`config.mk`:
```
export PLATFORM = sky130hd
export DESIGN_NAME = twi_cmd_scheduler
export DESIGN_NICKNAME = d
export VERILOG_FILES = /design/src/rtl/twi_sched_pkg.sv /design/src/rtl/twi_cmd_fifo.sv /design/src/rtl/twi_cmd_scheduler.sv
export SDC_FILE = /design/constraint.sdc
export NUM_CORES = 1
export LEC_CHECK = 0
export ABC_AREA = 1
export BUFFER_PORTS_ARGS = -buffer_cell sky130_fd_sc_hd__clkbuf_2
export CORE_MARGIN = 3
export CORE_UTILIZATION = 50
export CTS_CLUSTER_SIZE = 10
export DETAILED_ROUTE_END_ITERATION = 10
export GPL_ROUTABILITY_DRIVEN = 0
export PLACE_DENSITY = 0.77
export SLEW_MARGIN = 20
export SYNTH_ARGS = -nofsm -noshare
export SYNTH_HDL_FRONTEND = slang
export SYNTH_SLANG_ARGS = --single-unit
export TNS_END_PERCENT = 1
```
`constraint.sdc`:
```
create_clock -name pclk -period 2.7 [get_ports pclk]
set_input_delay 0.135 -clock pclk [delete_from_list [all_inputs] [get_ports pclk]]
set_output_delay 0.135 -clock pclk [all_outputs]
set_load 0.01 [all_outputs]
```
`src/rtl/twi_sched_pkg.sv`:
```
// Shared types and register map for the I2C command scheduler.
// Command encodings, FSM states, register offsets and bit positions.
package twi_sched_pkg;

   typedef enum logic [1:0] {
      OP_START = 2'd0,
      OP_WRITE = 2'd1,
      OP_READ  = 2'd2,
      OP_STOP  = 2'd3
   } cmd_op_e;

   typedef enum logic [2:0] {
      S_IDLE,
      S_ISSUE,
      S_WAIT,
      S_STOP_ISSUE,
      S_STOP_WAIT
   } sched_state_e;

   localparam logic [7:0] REG_CTRL   = 8'h00;
   localparam logic [7:0] REG_CMD    = 8'h04;
   localparam logic [7:0] REG_STATUS = 8'h08;
   localparam logic [7:0] REG_RXDATA = 8'h0C;

   localparam int CTRL_EN     = 0;
   localparam int CTRL_IRQ_EN = 1;
   localparam int CTRL_ABORT  = 2;

   localparam int STAT_BUSY  = 0;
   localparam int STAT_FULL  = 1;
   localparam int STAT_EMPTY = 2;
   localparam int STAT_NACK  = 3;
   localparam int STAT_DONE  = 4;
   localparam int STAT_OVF   = 5;
   localparam int STAT_COUNT = 8;

   localparam int RX_VALID_BIT = 8;
   localparam int FIFO_ENTRY_W = 10;

   // Unpacks the opcode field of a queued {op, byte} entry.
   function automatic cmd_op_e entry_op(input logic [FIFO_ENTRY_W-1:0] entry);
      return cmd_op_e'(entry[9:8]);
   endfunction

endpackage

```
`src/rtl/twi_cmd_fifo.sv`:
```
// Synchronous command FIFO holding {op, byte} entries.
// A push into a full FIFO is accepted only when a pop happens in the same cycle.
module twi_cmd_fifo
   import twi_sched_pkg::*;
#(
   parameter int FIFO_DEPTH = 4,
   localparam int PTR_W     = $clog2(FIFO_DEPTH)
) (
   input  logic                    clk,
   input  logic                    rst,
   input  logic                    push,
   input  logic                    pop,
   input  logic                    flush,
   input  logic [FIFO_ENTRY_W-1:0] din,
   output logic [FIFO_ENTRY_W-1:0] head,
   output logic [PTR_W:0]          count,
   output logic                    full,
   output logic                    empty
);

   logic [FIFO_ENTRY_W-1:0] mem [FIFO_DEPTH];
   logic [PTR_W-1:0]        wr_ptr;
   logic [PTR_W-1:0]        rd_ptr;
   logic                    pop_ok;
   logic                    push_ok;

   assign full    = (count == (PTR_W+1)'(FIFO_DEPTH));
   assign empty   = (count == '0);
   assign pop_ok  = pop && !empty;
   assign push_ok = push && (!full || pop_ok);
   assign head    = mem[rd_ptr];

   always_ff @(posedge clk or posedge rst) begin
      if (rst) begin
         wr_ptr <= '0;
         rd_ptr <= '0;
         count  <= '0;
         for (int i = 0; i < FIFO_DEPTH; i++) mem[i] <= '0;
      end else if (flush) begin
         wr_ptr <= '0;
         rd_ptr <= '0;
         count  <= '0;
      end else begin
         if (push_ok) begin
            mem[wr_ptr] <= din;
            wr_ptr      <= wr_ptr + PTR_W'(1);
         end
         if (pop_ok) rd_ptr <= rd_ptr + PTR_W'(1);
         count <= count + (PTR_W+1)'(push_ok) - (PTR_W+1)'(pop_ok);
      end
   end

endmodule

```
`src/rtl/twi_cmd_scheduler.sv`:
```
// Register file, command FSM and RX capture sitting between apb_slave and the
// I2C byte engine; issues queued commands one at a time with NACK recovery.
module twi_cmd_scheduler
   import twi_sched_pkg::*;
#(
   parameter int APB_ADDR_WIDTH = 8,
   parameter int APB_DATA_WIDTH = 32,
   parameter int FIFO_DEPTH     = 4
) (
   input  logic                      pclk,
   input  logic                      preset,
   input  logic                      wr_en,
   input  logic                      rd_en,
   input  logic [APB_ADDR_WIDTH-1:0] addr,
   input  logic [APB_DATA_WIDTH-1:0] wr_data,
   output logic [APB_DATA_WIDTH-1:0] rd_data,
   output logic                      cmd_valid,
   input  logic                      cmd_ready,
   output logic [1:0]                cmd_op,
   output logic [7:0]                cmd_byte,
   input  logic                      eng_done,
   input  logic                      eng_nack,
   input  logic [7:0]                eng_rx_byte,
   output logic                      irq
);

   localparam int CNT_W = $clog2(FIFO_DEPTH) + 1;

   sched_state_e            state;
   cmd_op_e                 cmd_op_q;
   logic                    ctrl_en;
   logic                    ctrl_irq_en;
   logic                    stat_nack;
   logic                    stat_done;
   logic                    stat_ovf;
   logic                    rx_valid;
   logic [7:0]              rx_byte;
   logic                    abort_pend;

   logic [FIFO_ENTRY_W-1:0] fifo_head;
   logic [CNT_W-1:0]        fifo_count;
   logic                    fifo_full;
   logic                    fifo_empty;
   logic                    fifo_push;
   logic                    fifo_pop;
   logic                    fifo_flush;

   logic                    ctrl_wr;
   logic                    cmd_wr;
   logic                    status_wr;
   logic                    rx_rd;
   logic                    abort;
   logic                    nack_evt;
   logic [31:0]             rd_word;
   logic                    unused_wr_bits;

   assign ctrl_wr   = wr_en && (addr == APB_ADDR_WIDTH'(REG_CTRL));
   assign cmd_wr    = wr_en && (addr == APB_ADDR_WIDTH'(REG_CMD));
   assign status_wr = wr_en && (addr == APB_ADDR_WIDTH'(REG_STATUS));
   assign rx_rd     = rd_en && (addr == APB_ADDR_WIDTH'(REG_RXDATA));
   assign abort     = ctrl_wr && wr_data[CTRL_ABORT];

   assign nack_evt   = (state == S_WAIT) && eng_done && eng_nack && (cmd_op_q == OP_WRITE);
   assign fifo_push  = cmd_wr;
   assign fifo_pop   = (state == S_ISSUE) && cmd_valid && cmd_ready;
   assign fifo_flush = abort || nack_evt;

   assign cmd_op = cmd_op_q;
   assign irq    = stat_done & ctrl_irq_en;

   assign unused_wr_bits = ^wr_data[APB_DATA_WIDTH-1:FIFO_ENTRY_W];

   twi_cmd_fifo #(
      .FIFO_DEPTH (FIFO_DEPTH)
   ) u_fifo (
      .clk   (pclk),
      .rst   (preset),
      .push  (fifo_push),
      .pop   (fifo_pop),
      .flush (fifo_flush),
      .din   (wr_data[FIFO_ENTRY_W-1:0]),
      .head  (fifo_head),
      .count (fifo_count),
      .full  (fifo_full),
      .empty (fifo_empty)
   );

   always_comb begin
      rd_word = '0;
      if (addr == APB_ADDR_WIDTH'(REG_CTRL)) begin
         rd_word[CTRL_EN]     = ctrl_en;
         rd_word[CTRL_IRQ_EN] = ctrl_irq_en;
      end else if (addr == APB_ADDR_WIDTH'(REG_STATUS)) begin
         rd_word[STAT_BUSY]         = (state != S_IDLE);
         rd_word[STAT_FULL]         = fifo_full;
         rd_word[STAT_EMPTY]        = fifo_empty;
         rd_word[STAT_NACK]         = stat_nack;
         rd_word[STAT_DONE]         = stat_done;
         rd_word[STAT_OVF]          = stat_ovf;
         rd_word[STAT_COUNT +: 4]   = 4'(fifo_count);
      end else if (addr == APB_ADDR_WIDTH'(REG_RXDATA)) begin
         rd_word[7:0]          = rx_byte;
         rd_word[RX_VALID_BIT] = rx_valid;
      end
   end

   assign rd_data = APB_DATA_WIDTH'(rd_word);

   // Flag clears come first so that any set later in this block wins the same edge.
   always_ff @(posedge pclk or posedge preset) begin
      if (preset) begin
         state       <= S_IDLE;
         cmd_valid   <= 1'b0;
         cmd_op_q    <= OP_START;
         cmd_byte    <= '0;
         ctrl_en     <= 1'b0;
         ctrl_irq_en <= 1'b0;
         stat_nack   <= 1'b0;
         stat_done   <= 1'b0;
         stat_ovf    <= 1'b0;
         rx_valid    <= 1'b0;
         rx_byte     <= '0;
         abort_pend  <= 1'b0;
      end else begin
         if (ctrl_wr) begin
            ctrl_en     <= wr_data[CTRL_EN];
            ctrl_irq_en <= wr_data[CTRL_IRQ_EN];
         end
         if (status_wr) begin
            stat_nack <= stat_nack & ~wr_data[STAT_NACK];
            stat_done <= stat_done & ~wr_data[STAT_DONE];
            stat_ovf  <= stat_ovf  & ~wr_data[STAT_OVF];
         end
         if (rx_rd) rx_valid <= 1'b0;
         if (fifo_push && fifo_full && !fifo_pop) stat_ovf <= 1'b1;

         case (state)
            S_IDLE: begin
               if (ctrl_en && !fifo_empty && !abort) begin
                  cmd_op_q  <= entry_op(fifo_head);
                  cmd_byte  <= fifo_head[7:0];
                  cmd_valid <= 1'b1;
                  state     <= S_ISSUE;
               end
            end
            S_ISSUE: begin
               if (abort) begin
                  cmd_valid <= 1'b0;
                  state     <= S_IDLE;
               end else if (cmd_valid && cmd_ready) begin
                  cmd_valid <= 1'b0;
                  state     <= S_WAIT;
               end
            end
            S_WAIT: begin
               if (abort) abort_pend <= 1'b1;
               if (eng_done) begin
                  abort_pend <= 1'b0;
                  if (cmd_op_q == OP_READ) begin
                     rx_byte  <= eng_rx_byte;
                     rx_valid <= 1'b1;
                  end
                  if (nack_evt || abort || abort_pend) begin
                     if (nack_evt) stat_nack <= 1'b1;
                     cmd_op_q  <= OP_STOP;
                     cmd_byte  <= '0;
                     cmd_valid <= 1'b1;
                     state     <= S_STOP_ISSUE;
                  end else if (ctrl_en && !fifo_empty) begin
                     cmd_op_q  <= entry_op(fifo_head);
                     cmd_byte  <= fifo_head[7:0];
                     cmd_valid <= 1'b1;
                     state     <= S_ISSUE;
                  end else begin
                     // A cleared enable parks the sequence without reporting completion.
                     if (ctrl_en) stat_done <= 1'b1;
                     state <= S_IDLE;
                  end
               end
            end
            S_STOP_ISSUE: begin
               if (cmd_ready) begin
                  cmd_valid <= 1'b0;
                  state     <= S_STOP_WAIT;
               end
            end
            S_STOP_WAIT: begin
               if (eng_done) begin
                  stat_done <= 1'b1;
                  state     <= S_IDLE;
               end
            end
            default: begin
               cmd_valid <= 1'b0;
               state     <= S_IDLE;
            end
         endcase
      end
   end

endmodule

```
# == After elaboration in Yosys (flattened, before gate mapping) ==
# Cells that the tools add are included.
# totals
output_inout_bits,44
memories,0
register_bits,76
romBits,0
ramBits,0
latchBits,0
# op_classes
n_addsub,4
shift,0
n_mux,65
n_mul,0
n_div,0
reduce_logical,40
magnitude_cmp,3
bitwise_logic,11
n_eq_ne,16
# op_table
op,n
40-bit bitwise mux,1
10-bit 2-to-1 mux,4
8-bit 2-to-1 mux,4
1-bit 2-to-1 mux,28
2-bit 2-to-1 mux,12
3-bit 2-to-1 mux,7
10-bit binary-select mux with 2-bit select,1
10-bit demux with 2-bit select,1
1-bit logical AND,18
"8-bit by 4-bit == test with 1-bit output, second input constant",2
8-bit case mux with 2 select lines,1
3-bit case mux with 5 select lines,1
2-bit nonzero test,5
9-bit 2-to-1 mux,1
"8-bit by 3-bit == test with 1-bit output, second input constant",1
8-bit zero test,1
"2-bit inequality test, second input constant",4
"3-bit by 2-bit == test with 1-bit output, second input constant",2
"3-bit == test, second input constant",2
"3-bit greater-or-equal comparator, second input constant",2
3-bit zero test,2
6-bit 2-to-1 mux,1
2-bit NOT with 3-bit output,2
6-bit AND reduction,1
other kinds (21),35

# == Depth between registers and ports, before layout ==
# Gate-level depths: netlist of the first run.
# logic_depth
word_depth,9
ltp_mapped,13
mapped_depth_nobuf,13

# == Modules after synthesis ==
# From an unflattened synthesis of the first run, not the netlist that was laid out.
# unflattened
cells_unflattened,510
area_unflattened_um2,4146.5
# modules_own_cells
module,cells_each,seq_area_each_um2,area_per_inst_um2,n_inst
twi_cmd_fifo,282,1176.1,2296.0,1
twi_cmd_scheduler,228,725.7,1850.5,1

# == Least setup slack after synthesis of the first run ==
# OpenSTA, ideal clock, no wires.
# synth_path
path_type,reg-to-reg
startpoint,reg state[1]
endpoint,reg u_fifo.count[2]
synth_period_minus_slack_ns,2.093
slack_ns,0.607
arrival_time_ns,1.973
path_stages_with_launch,13
t_required_ns,2.580
path_buffers,0
cell_sequence,dfrtp_1 -> nor3_2 -> inv_2 -> nor2_4 -> inv_1 -> nor2_1 -> ha_1 -> inv_1 -> ha_1 -> inv_1 -> fa_1 -> xor2_1 -> nor2_1
# synth_via
elab_chain_cells,9
# synth_rtl
item,line_no,rtl
from (decl),twi_cmd_scheduler.sv:29,sched_state_e state;
from (signal assigned),twi_cmd_scheduler.sv:112,state <= S_IDLE;
from (signal assigned),twi_cmd_scheduler.sv:143,state <= S_ISSUE;
from (signal assigned),twi_cmd_scheduler.sv:149,state <= S_IDLE;
3-bit by 1-bit == test with 1-bit output,twi_cmd_scheduler.sv:65,assign fifo_pop = (state == S_ISSUE) && cmd_valid && cmd_ready;
1-bit logical AND (2 in series),twi_cmd_scheduler.sv:65,
1-bit logical AND,twi_cmd_fifo.sv:29,assign pop_ok = pop && !empty;
1-bit logical OR,twi_cmd_fifo.sv:30,assign push_ok = push && (!full || pop_ok);
1-bit logical AND,twi_cmd_fifo.sv:30,
3-bit by 1-bit adder with 3-bit output,twi_cmd_fifo.sv:49,count <= count + (PTR_W+1)'(push_ok) - (PTR_W+1)'(pop_ok);
3-bit by 1-bit subtractor with 3-bit output,twi_cmd_fifo.sv:49,
3-bit 2-to-1 mux (*),twi_cmd_fifo.sv:39,end else if (flush) begin
to (signal assigned),twi_cmd_fifo.sv:49,
to (decl),twi_cmd_fifo.sv:16,"output logic [PTR_W:0] count,"
# Mark *: on every way between the ends. The rest lies on a longest branch, timed or not.
# A chain may end at the register's enable or synchronous reset.

# == Worst setup path in the final report of the first run ==
# Ends and elaborated chain as after synthesis.

==> results of run 1 <==
-- state kept, by name, summed over array words and instances, names as in the netlist --
signal / flops
ctrl_en: 1
cmd_op: 2
stat_nack: 1
state: 3
abort_pend: 1
stat_ovf: 1
cmd_valid: 1
rx_valid: 1
u_fifo.wr_ptr: 2
u_fifo.mem: 40
stat_done: 1
u_fifo.rd_ptr: 2
cmd_byte: 8
u_fifo.count: 3
ctrl_irq_en: 1
rx_byte: 8
-- worst max-delay path, stage by stage (launching register included) --
cell and delay (ns):
dfrtp_1 0.45, nor3_2 0.25, inv_2 0.07, nor2_4 0.14, inv_1 0.07, nor2_1 0.13, ha_1 0.25, inv_1 0.06
ha_1 0.13, inv_1 0.05, fa_1 0.38, xor2_1 0.17, nor2_1 0.09
-- final cells by class --
type / instances / share of cell area
Sequential cell: 76 / 0.416
Multi-Input combinational cell: 351 / 0.394
Timing Repair Buffer: 60 / 0.0696
Inverter: 65 / 0.0534
Clock buffer: 10 / 0.0301
Tap cell: 102 / 0.0279
Clock inverter: 6 / 0.00876
-- layer usage --
| metal | up-vias | global-route usage | wire [um] |
|---|---|---|---|
| met5 | - | 0 | 0 |
| met4 | 0 | 0.0713 | 161 |
| met3 | 17 | 0.0404 | 423 |
| met2 | 106 | 0.331 | 4520 |
| met1 | 1624 | 0.260 | 3900 |
| li1 | 1688 | - | - |
-- how the worst max path moves through the flow --
stage	endpoint	depth (start not counted)	slack, ns
after global routing	u_fifo.count[2]$_DFF_PP0_	12	0.23
after global placement	u_fifo.count[2]$_DFF_PP0_	12	0.48
after detailed placement	u_fifo.count[2]$_DFF_PP0_	12	0.45
final	u_fifo.count[2]$_DFF_PP0_	12	0.39
after floorplan	u_fifo.count[2]$_DFF_PP0_	12	0.61
after CTS	u_fifo.count[2]$_DFF_PP0_	12	0.39
-- where the power goes --
| group | internal, W | switching, W |
|---|---|---|
| Clock | 0.000357 | 0.000428 |
| Sequential | 0.00140 | 0.000218 |
| Combinational | 0.000509 | 0.000995 |
| Total | 0.00226 | 0.00164 |
-- placed cells by master, fill, tap and decap left out, types with 5 or more instances in the layout --
cell type	instances
conb_1	21
nand2_1	131
o21ai_1	15
dfrtp_1	76
nor2_1	37
ha_1	6
inv_2	5
clkbuf_2	55
inv_1	60
nand3_1	10
clkbuf_8	10
o21ai_2	9
o21ai_0	56
a21oi_1	27
-- logic make-up after synthesis --
kind of cell	Yosys count
other	1
AO/OA/AOI/OAI	113
adder cells (fa/ha/maj)	7
buffers and inverters	100
multiplexers	5
XOR/XNOR	1
AND/OR/NAND/NOR	204
flip-flops	76
-- through the flow --
stage               worst slack [ns]  total power [W]  hold WS (ns)   util
CTS                            0.390          0.00392       0.00853  0.579
floorplan                      0.607          0.00271         0.246      -
detailed placement             0.448          0.00312         0.255  0.554
finish                         0.393          0.00390        0.0142  0.579
global placement               0.483          0.00305         0.246  0.554
global route                   0.230          0.00421       0.00202  0.579
-- repair_timing --
| action | in CTS | in global routing |
|---|---|---|
| setup buffers | 0 | 0 |
| hold buffers | 2 | 0 |
| hold endpoints to repair | 31 | 0 |
==> impl_metrics.tcl, run 1 <==
set metrics [dict create \
    die_y_um 96.8 \
    power_density_nw_per_um2 854 \
    ant_nets 0 \
    drt-total-wl_mm 9.01 \
    n_antenna_cell 0 \
    avgViaCountPerCell 5.13 \
    path_max_fanout 6 \
    min_delay_path_depth 2 \
    max-vdd-ir-drop_mv 0.266 \
    synth_top_area_cell "dfrtp_1" \
    synth_compound_area_frac 0.150 \
    synth_top_family_by_area "simple AND/OR/NAND/NOR gates" \
    core_um2 7890 \
    grt_pass1_wl_mm 15.3 \
    synth_edf_count 0 \
    place_inst 652 \
    skew_ns 0.0102 \
    ys_types 37 \
    antenna_found_initial 0 \
    critical_path.reg2reg.startpoint "state[1]$_DFFE_PP0P_" \
    fp-row-count 32 \
    grt_max_degree 33 \
    holdPathEnd "rx_byte[1]$_DFFE_PP0P_" \
    cts_root_buf "clkbuf_8" \
    clk-insertion-delay-late_ns 0.36 \
    rsz0062_at_grt "no" \
    synth_mux_area_frac 0.0136 \
    cts_buffers 9 \
    max_slew_margin 0.564 \
    cts_max_level 3 \
    grt_util_all_layers 0.200 \
    ys_ff_latch 76 \
    drive_above_1_share 0.201 \
    period_share 0.855 \
    syn_to_final_growth_pct 10.7 \
    drv_slew 0 \
    synth_seq_area_share 0.461 \
    yosys.area_share.simple 0.229 \
    syn_area_um2 4130 \
    initial_utilization 0.523 \
    drt_first_pass_iters 4 \
    final_cells 670 \
    dpl_cell_area_um2 4370 \
    cap_viol_max_count 0 \
    period_needed_ns 2.31 \
    setup_viol_count_final 0 \
    drt_iter0_drc 247 \
    tightestPinTransition_ns 0.653 \
    synthFlopType "dfrtp_1" \
    synth_xor_area_frac 0.00212 \
    synth.top_cells.by_count "nand2_1 (131), dfrtp_1 (76), inv_1 (61)" \
    clkSinkCount 76 \
    critPathLaunchType "register" \
    worstSetupPathType "register to register" \
    avgSynthCellArea_um2 8.14 \
    hold_path_class "primary input to register" \
    yosysMostFrequentCell "nand2_1" \
    die_x_um 96.8 \
    seq_area_um2 1900 \
    synth_top_area_share 0.461 \
    worstPathRequired_ns 2.98 \
    synthCells 507 \
    reg2reg_slack_ns 0.39 \
    finalHoldViolations 0 \
    multi_input_area_um2 1800 \
    setup_tns_ns 0 \
    cts_tree "done" \
    cts.clk_slew.worst_paths_ns 0.08 \
    fillerInstances 718 \
    cp-end-kind "register" \
    synthAdderAreaFrac 0.0230 \
    p_leak_nw 2.55 \
    io_pins 99 \
    fmax_mhz 433 \
    synthTopCellsByArea "dfrtp_1 (46%), nand2_1 (12%), o21ai_0 (6.8%), inv_1 (5.5%), buf_4 (4.4%)" \
    status "finished, final reports clean" \
    r2r-end "u_fifo.count[2]$_DFF_PP0_" \
    hold_start "eng_rx_byte[1]" \
    drc_errors 0 \
    startpoint "state[1]$_DFFE_PP0P_" \
    arrival_ns 2.59 \
    wl_per_cell_um 13.4 \
    nNetsFinal 625 \
    ff2ff_path_depth 12 \
    dr_total_vias 3435 \
    dieArea_um2 9380 \
    dp_hpwl_mm 6.52 \
    grt_pass1_vias 3315 \
    yosys_warnings 0 \
    cts_resized 0 \
    synthArstFlopShare 1.00 \
    io_buffers 55 \
    fin_area_um2 4570 \
    globalRouteOverflowTotal 0 \
    clockBufferDepth 2 \
]
Power figures use the tool's default switching activity.
==> run 2: changes to the inputs <==
- GPL_ROUTABILITY_DRIVEN: 0 -> 1
- MAX_ROUTING_LAYER: default -> met4
==> impl_metrics.tcl, run 2 (same netlist as run 1, synthesis figures left out) <==
set metrics [dict create \
    rsz0062_at_grt "no" \
    clkSinkCount 76 \
    critPathBufInv 4 \
    multi_input_area_um2 1800 \
    drv_slew 0 \
    layout_commonest_cell "nand2_1" \
    setup_viol_count_final 0 \
    setup_tns_ns 0 \
    finalHoldViolations 0 \
    ff2ff_path_depth 12 \
    hold_path_class "primary input to register" \
    holdBufCountCts 2 \
    drt-total-wl_mm 9.05 \
    critPathLaunchType "register" \
    n_antenna_cell 0 \
    pre_cts_slack_ns 0.448 \
    startpoint "state[1]$_DFFE_PP0P_" \
    path_max_fanout 6 \
    dp_hpwl_mm 6.52 \
    cap_viol_max_count 0 \
    ant_nets 0 \
    syn_to_final_growth_pct 10.7 \
    skew_ns 0.00989 \
    p_leak_nw 2.55 \
    wl_per_cell_um 13.5 \
    final_cells 670 \
    gp_congestion 0.897 \
    critical_path.reg2reg.startpoint "state[1]$_DFFE_PP0P_" \
    drive_above_1_share 0.201 \
    core_um2 7890 \
    cts.clk_slew.worst_paths_ns 0.08 \
    fin_ws_ns 0.393 \
    die_x_um 96.8 \
    avgViaCountPerCell 5.07 \
    max_slew_margin 0.568 \
    r2r-end "u_fifo.count[2]$_DFF_PP0_" \
    regMostFlops "u_fifo.mem" \
    final_cell_mix "nand2_1 (131), dfrtp_1 (76), inv_1 (60)" \
    max_stage_delay_ns 0.45 \
    drc_errors 0 \
    max-vdd-ir-drop_mv 0.266 \
    period_share 0.855 \
    cts_setup_buffers 0 \
    largest_reg_flops 40 \
    place_inst 652 \
    cp_common_cell "inv_1" \
    grt_max_degree 33 \
    fillerInstances 718 \
    path_delay_family "adder cells" \
    fmax_mhz 433 \
    cts_max_level 3 \
    cts_buffers 9 \
    clk-insertion-delay-late_ns 0.36 \
    endpoint "u_fifo.count[2]$_DFF_PP0_" \
    grt_pass1_vias 3314 \
    globalRouteOverflowTotal 0 \
    tightestPinTransition_ns 0.648 \
    cp-end-kind "register" \
    initial_utilization 0.523 \
    cts_root_buf "clkbuf_8" \
    grt_pass1_wl_mm 15.3 \
    worstSetupPathType "register to register" \
    cts_resized 0 \
    status "finished, final reports clean" \
    antenna_found_initial 0 \
    reg.largest.list "u_fifo.mem: 40 flops, cmd_byte: 8 flops, rx_byte: 8 flops" \
    seq_area_um2 1900 \
    drt_iter0_drc 232 \
    worstPathRequired_ns 2.98 \
    power_density_nw_per_um2 854 \
    path_depth 12 \
    worst_path_max_delay_cell "dfrtp_1" \
    io_buffers 55 \
    period_needed_ns 2.31 \
    cts_tree "done" \
    reg2reg_slack_ns 0.39 \
    drt_first_pass_iters 4 \
    arrival_ns 2.59 \
    dieArea_um2 9380 \
    io_pins 99 \
    crit_chain "nor3_2 -> inv_2 -> nor2_4 -> inv_1 -> nor2_1 -> ha_1 -> inv_1 -> ha_1 -> inv_1 -> fa_1 -> xor2_1 -> nor2_1" \
    dr_total_vias 3400 \
    fp-row-count 32 \
    die_y_um 96.8 \
    grt_util_all_layers 0.205 \
    nNetsFinal 625 \
    clockBufferDepth 2 \
]
-- run 2: cell counts in the layout (fill, tap and decap cells not counted) --
No cell type changed its count.
-- run 2: cell type report --
cell class / count / area share
Clock buffer: 10 / 0.0301
Clock inverter: 6 / 0.00876
Inverter: 65 / 0.0534
Multi-Input combinational cell: 351 / 0.394
Sequential cell: 76 / 0.416
Tap cell: 102 / 0.0279
Timing Repair Buffer: 60 / 0.0696
-- run 2: per-layer routing --
layer / global-route usage / part of all wire / vias to the layer above
met2: 0.331 / 0.50 / 97
met1: 0.259 / 0.42 / 1594
met5: - / 0 / -
met3: 0.0339 / 0.058 / 18
met4: 0.0810 / 0.019 / 0
li1: - / - / 1691
-- run 2: worst register-to-register path, cell delays in order (launching register included) --
cell,delay [ns]
dfrtp_1,0.45
nor3_2,0.25
inv_2,0.07
nor2_4,0.14
inv_1,0.07
nor2_1,0.13
ha_1,0.25
inv_1,0.06
ha_1,0.13
inv_1,0.05
fa_1,0.38
xor2_1,0.17
nor2_1,0.09
-- run 2: worst min path at each step --
stage                         from                          to  slack [ns]  cells past startpoint
floorplan               wr_data[8]  u_fifo.mem[38]$_DFFE_PP0P_        0.25                      2
global placement            preset     cmd_byte[0]$_DFFE_PP0P_        0.25                      2
detailed placement          preset     cmd_byte[0]$_DFFE_PP0P_        0.25                      2
CTS                 eng_rx_byte[2]      rx_byte[2]$_DFFE_PP0P_       0.009                      2
global route        eng_rx_byte[2]      rx_byte[2]$_DFFE_PP0P_       0.007                      2
finish              eng_rx_byte[7]      rx_byte[7]$_DFFE_PP0P_        0.01                      3
-- run 2: through the flow --
step | power (W) | instance area, um^2 | utilization | hold slack [ns]
final | 0.00390 | 4570 | 0.579 | 0.0125
after floorplan | 0.00271 | 4200 | - | 0.246
after detailed placement | 0.00312 | 4370 | 0.554 | 0.255
after global placement | 0.00305 | 4370 | 0.554 | 0.246
after CTS | 0.00392 | 4570 | 0.579 | 0.00853
after global routing | 0.00421 | 4570 | 0.579 | 0.00685
-- run 2: where the power goes --
| part | switching [W] | total, W | internal (W) |
|---|---|---|---|
| Clock | 0.000427 | 0.000784 | 0.000356 |
| Combinational | 0.000993 | 0.00150 | 0.000509 |
| Sequential | 0.000218 | 0.00161 | 0.00140 |
| Total | 0.00164 | 0.00390 | 0.00226 |
==> run 3: changes to the inputs <==
- CORE_ASPECT_RATIO: default -> 2
- RECOVER_POWER: default -> 50
- SLEW_MARGIN: 20 -> 0
==> impl_metrics.tcl, run 3 (same netlist as run 1, synthesis figures left out) <==
set metrics [dict create \
    cts_buffers 9 \
    endpoint "u_fifo.count[2]$_DFF_PP0_" \
    drt-total-wl_mm 9.67 \
    cp-end-kind "register" \
    final_cell_mix "nand2_1 (131), dfrtp_1 (76), inv_1 (61)" \
    setup_viol_count_final 0 \
    dr_total_vias 3487 \
    cts.clk_slew.worst_paths_ns 0.06 \
    grtUsageMet3 0.0395 \
    setup_tns_ns 0 \
    grt.busiest_layer "met2" \
    drc_errors 0 \
    globalRouteOverflowTotal 0 \
    status "finished, final reports clean" \
    critPathBufInv 4 \
    crit_chain "nor3_2 -> inv_2 -> nor2_4 -> inv_1 -> nor2_1 -> ha_1 -> inv_1 -> ha_1 -> inv_1 -> fa_1 -> xor2_1 -> nor2_1" \
    critPathLaunchType "register" \
    cap_viol_max_count 0 \
    pwr-share-seq 0.382 \
    startpoint "state[1]$_DFFE_PP0P_" \
    fp-row-count 46 \
    grt_max_degree 39 \
    initial_utilization 0.516 \
    skew_ns 0.00621 \
    use_met2 0.386 \
    p_switching_w 0.00166 \
    worst_path_max_delay_cell "dfrtp_1" \
    worstPathRequired_ns 2.96 \
    gp_congestion 0.861 \
    syn_to_final_growth_pct 12.2 \
    die_y_um 134 \
    max-vdd-ir-drop_mv 0.444 \
    drt_first_pass_iters 4 \
    max_stage_delay_ns 0.44 \
    cts_max_level 3 \
    path_delay_family "adder cells" \
    die_x_um 70.2 \
    seq_area_um2 1900 \
    grt_use_met1 0.219 \
    core_um2 8000 \
    io_buffers 55 \
    dp_hpwl_mm 7.22 \
    hold_start "eng_rx_byte[0]" \
    ant_nets 0 \
    combPwrFrac 0.348 \
    r2r-end "u_fifo.count[2]$_DFF_PP0_" \
    p_clk_frac 0.270 \
    avgViaCountPerCell 5.25 \
    finalHoldViolations 0 \
    grt_util_all_layers 0.215 \
    worstSetupPathType "register to register" \
    fmax_mhz 430 \
    layout_commonest_cell "nand2_1" \
    cts_setup_buffers 0 \
    wl_per_cell_um 14.6 \
    dieArea_um2 9440 \
    path_max_fanout 6 \
    largest_reg_flops 40 \
    nNetsFinal 625 \
    cts_root_buf "clkbuf_16" \
    p_sw_frac 0.389 \
    ff2ff_path_depth 12 \
    antenna_found_initial 0 \
    rsz0062_at_grt "no" \
    power_density_nw_per_um2 923 \
    fin_util 0.579 \
    drv_slew 0 \
    drt_iter0_drc 215 \
    clockBufferDepth 2 \
    tightestPinTransition_ns 1.41 \
    regMostFlops "u_fifo.mem" \
    reg.largest.list "u_fifo.mem: 40 flops, cmd_byte: 8 flops, rx_byte: 8 flops" \
    arrival_ns 2.59 \
    pre_cts_slack_ns 0.352 \
    cts_resized 0 \
    clk-insertion-delay-late_ns 0.33 \
    n_antenna_cell 0 \
    fin_ws_ns 0.373 \
    critical_path.reg2reg.startpoint "state[1]$_DFFE_PP0P_" \
    p_leak_nw 2.55 \
    reg2reg_slack_ns 0.37 \
    grt_pass1_wl_mm 15.6 \
    drive_above_1_share 0.162 \
    cp_common_cell "inv_1" \
    period_share 0.862 \
    p_int_w 0.00261 \
    path_depth 12 \
    io_pins 99 \
    cts_tree "done" \
    grt_pass1_vias 3484 \
    multi_input_area_um2 1790 \
    hold_path_class "primary input to register" \
    clkSinkCount 76 \
    fillerInstances 727 \
    max_slew_margin 0.0633 \
    period_needed_ns 2.33 \
]
run 3: cell types whose count changed in the layout (fill, tap and decap cells not counted), sizes merged:
cell | previous run | this run
buf | 3 | 2
bufinv | 0 | 1
clkbuf | 65 | 71
clkinv | 5 | 1
clkinvlp | 1 | 0
dlygate4sd3 | 2 | 1
run 3: repair_timing:
action | 4_1_cts | 5_1_grt
endpoints found under the hold margin | 13 | 0
setup endpoints to repair | 0 | 0
hold buffers | 1 | 0
run 3: worst min path at each step:
| stage | endpoint | slack (ns) | cells past startpoint |
|---|---|---|---|
| after floorplan | u_fifo.mem[38]$_DFFE_PP0P_ | 0.25 | 2 |
| after global placement | u_fifo.mem[19]$_DFFE_PP0P_ | 0.09 | 2 |
| after detailed placement | u_fifo.mem[19]$_DFFE_PP0P_ | 0.10 | 2 |
| after CTS | rx_byte[0]$_DFFE_PP0P_ | 0.02 | 2 |
| after global routing | rx_byte[0]$_DFFE_PP0P_ | 0.02 | 2 |
| final | rx_byte[0]$_DFFE_PP0P_ | 0.02 | 2 |
run 3: metal layers:
layer	vias up	share of wire
li1	1681	-
met1	1673	0.37
met2	110	0.56
met3	23	0.046
met4	0	0.027
met5	-	0
run 3: layout make-up:
class / instances / area share
Clock buffer: 14 / 0.0527
Timing Repair Buffer: 60 / 0.0633
Inverter: 65 / 0.0527
Multi-Input combinational cell: 351 / 0.387
Tap cell: 96 / 0.0260
Sequential cell: 76 / 0.411
Clock inverter: 2 / 0.00757
run 3: power groups by stage:
stage	sequential, W	combinational (W)	clock [W]
finish	0.00163	0.00149	0.00116
global route	0.00167	0.00168	0.00121
CTS	0.00163	0.00152	0.00116
detailed placement	0.00165	0.00150	0
global placement	0.00163	0.00145	0
floorplan	0.00158	0.00113	0
run 3: through the flow:
stage	hold WS, ns	instances	total power [W]	instance area (um^2)
2_1_floorplan	0.246	527	0.00271	4200
3_3_place_gp	0.0910	647	0.00307	4370
3_5_place_dp	0.101	647	0.00315	4370
4_1_cts	0.0180	664	0.00431	4660
5_1_grt	0.0194	664	0.00456	4630
6_report	0.0167	664	0.00427	4630
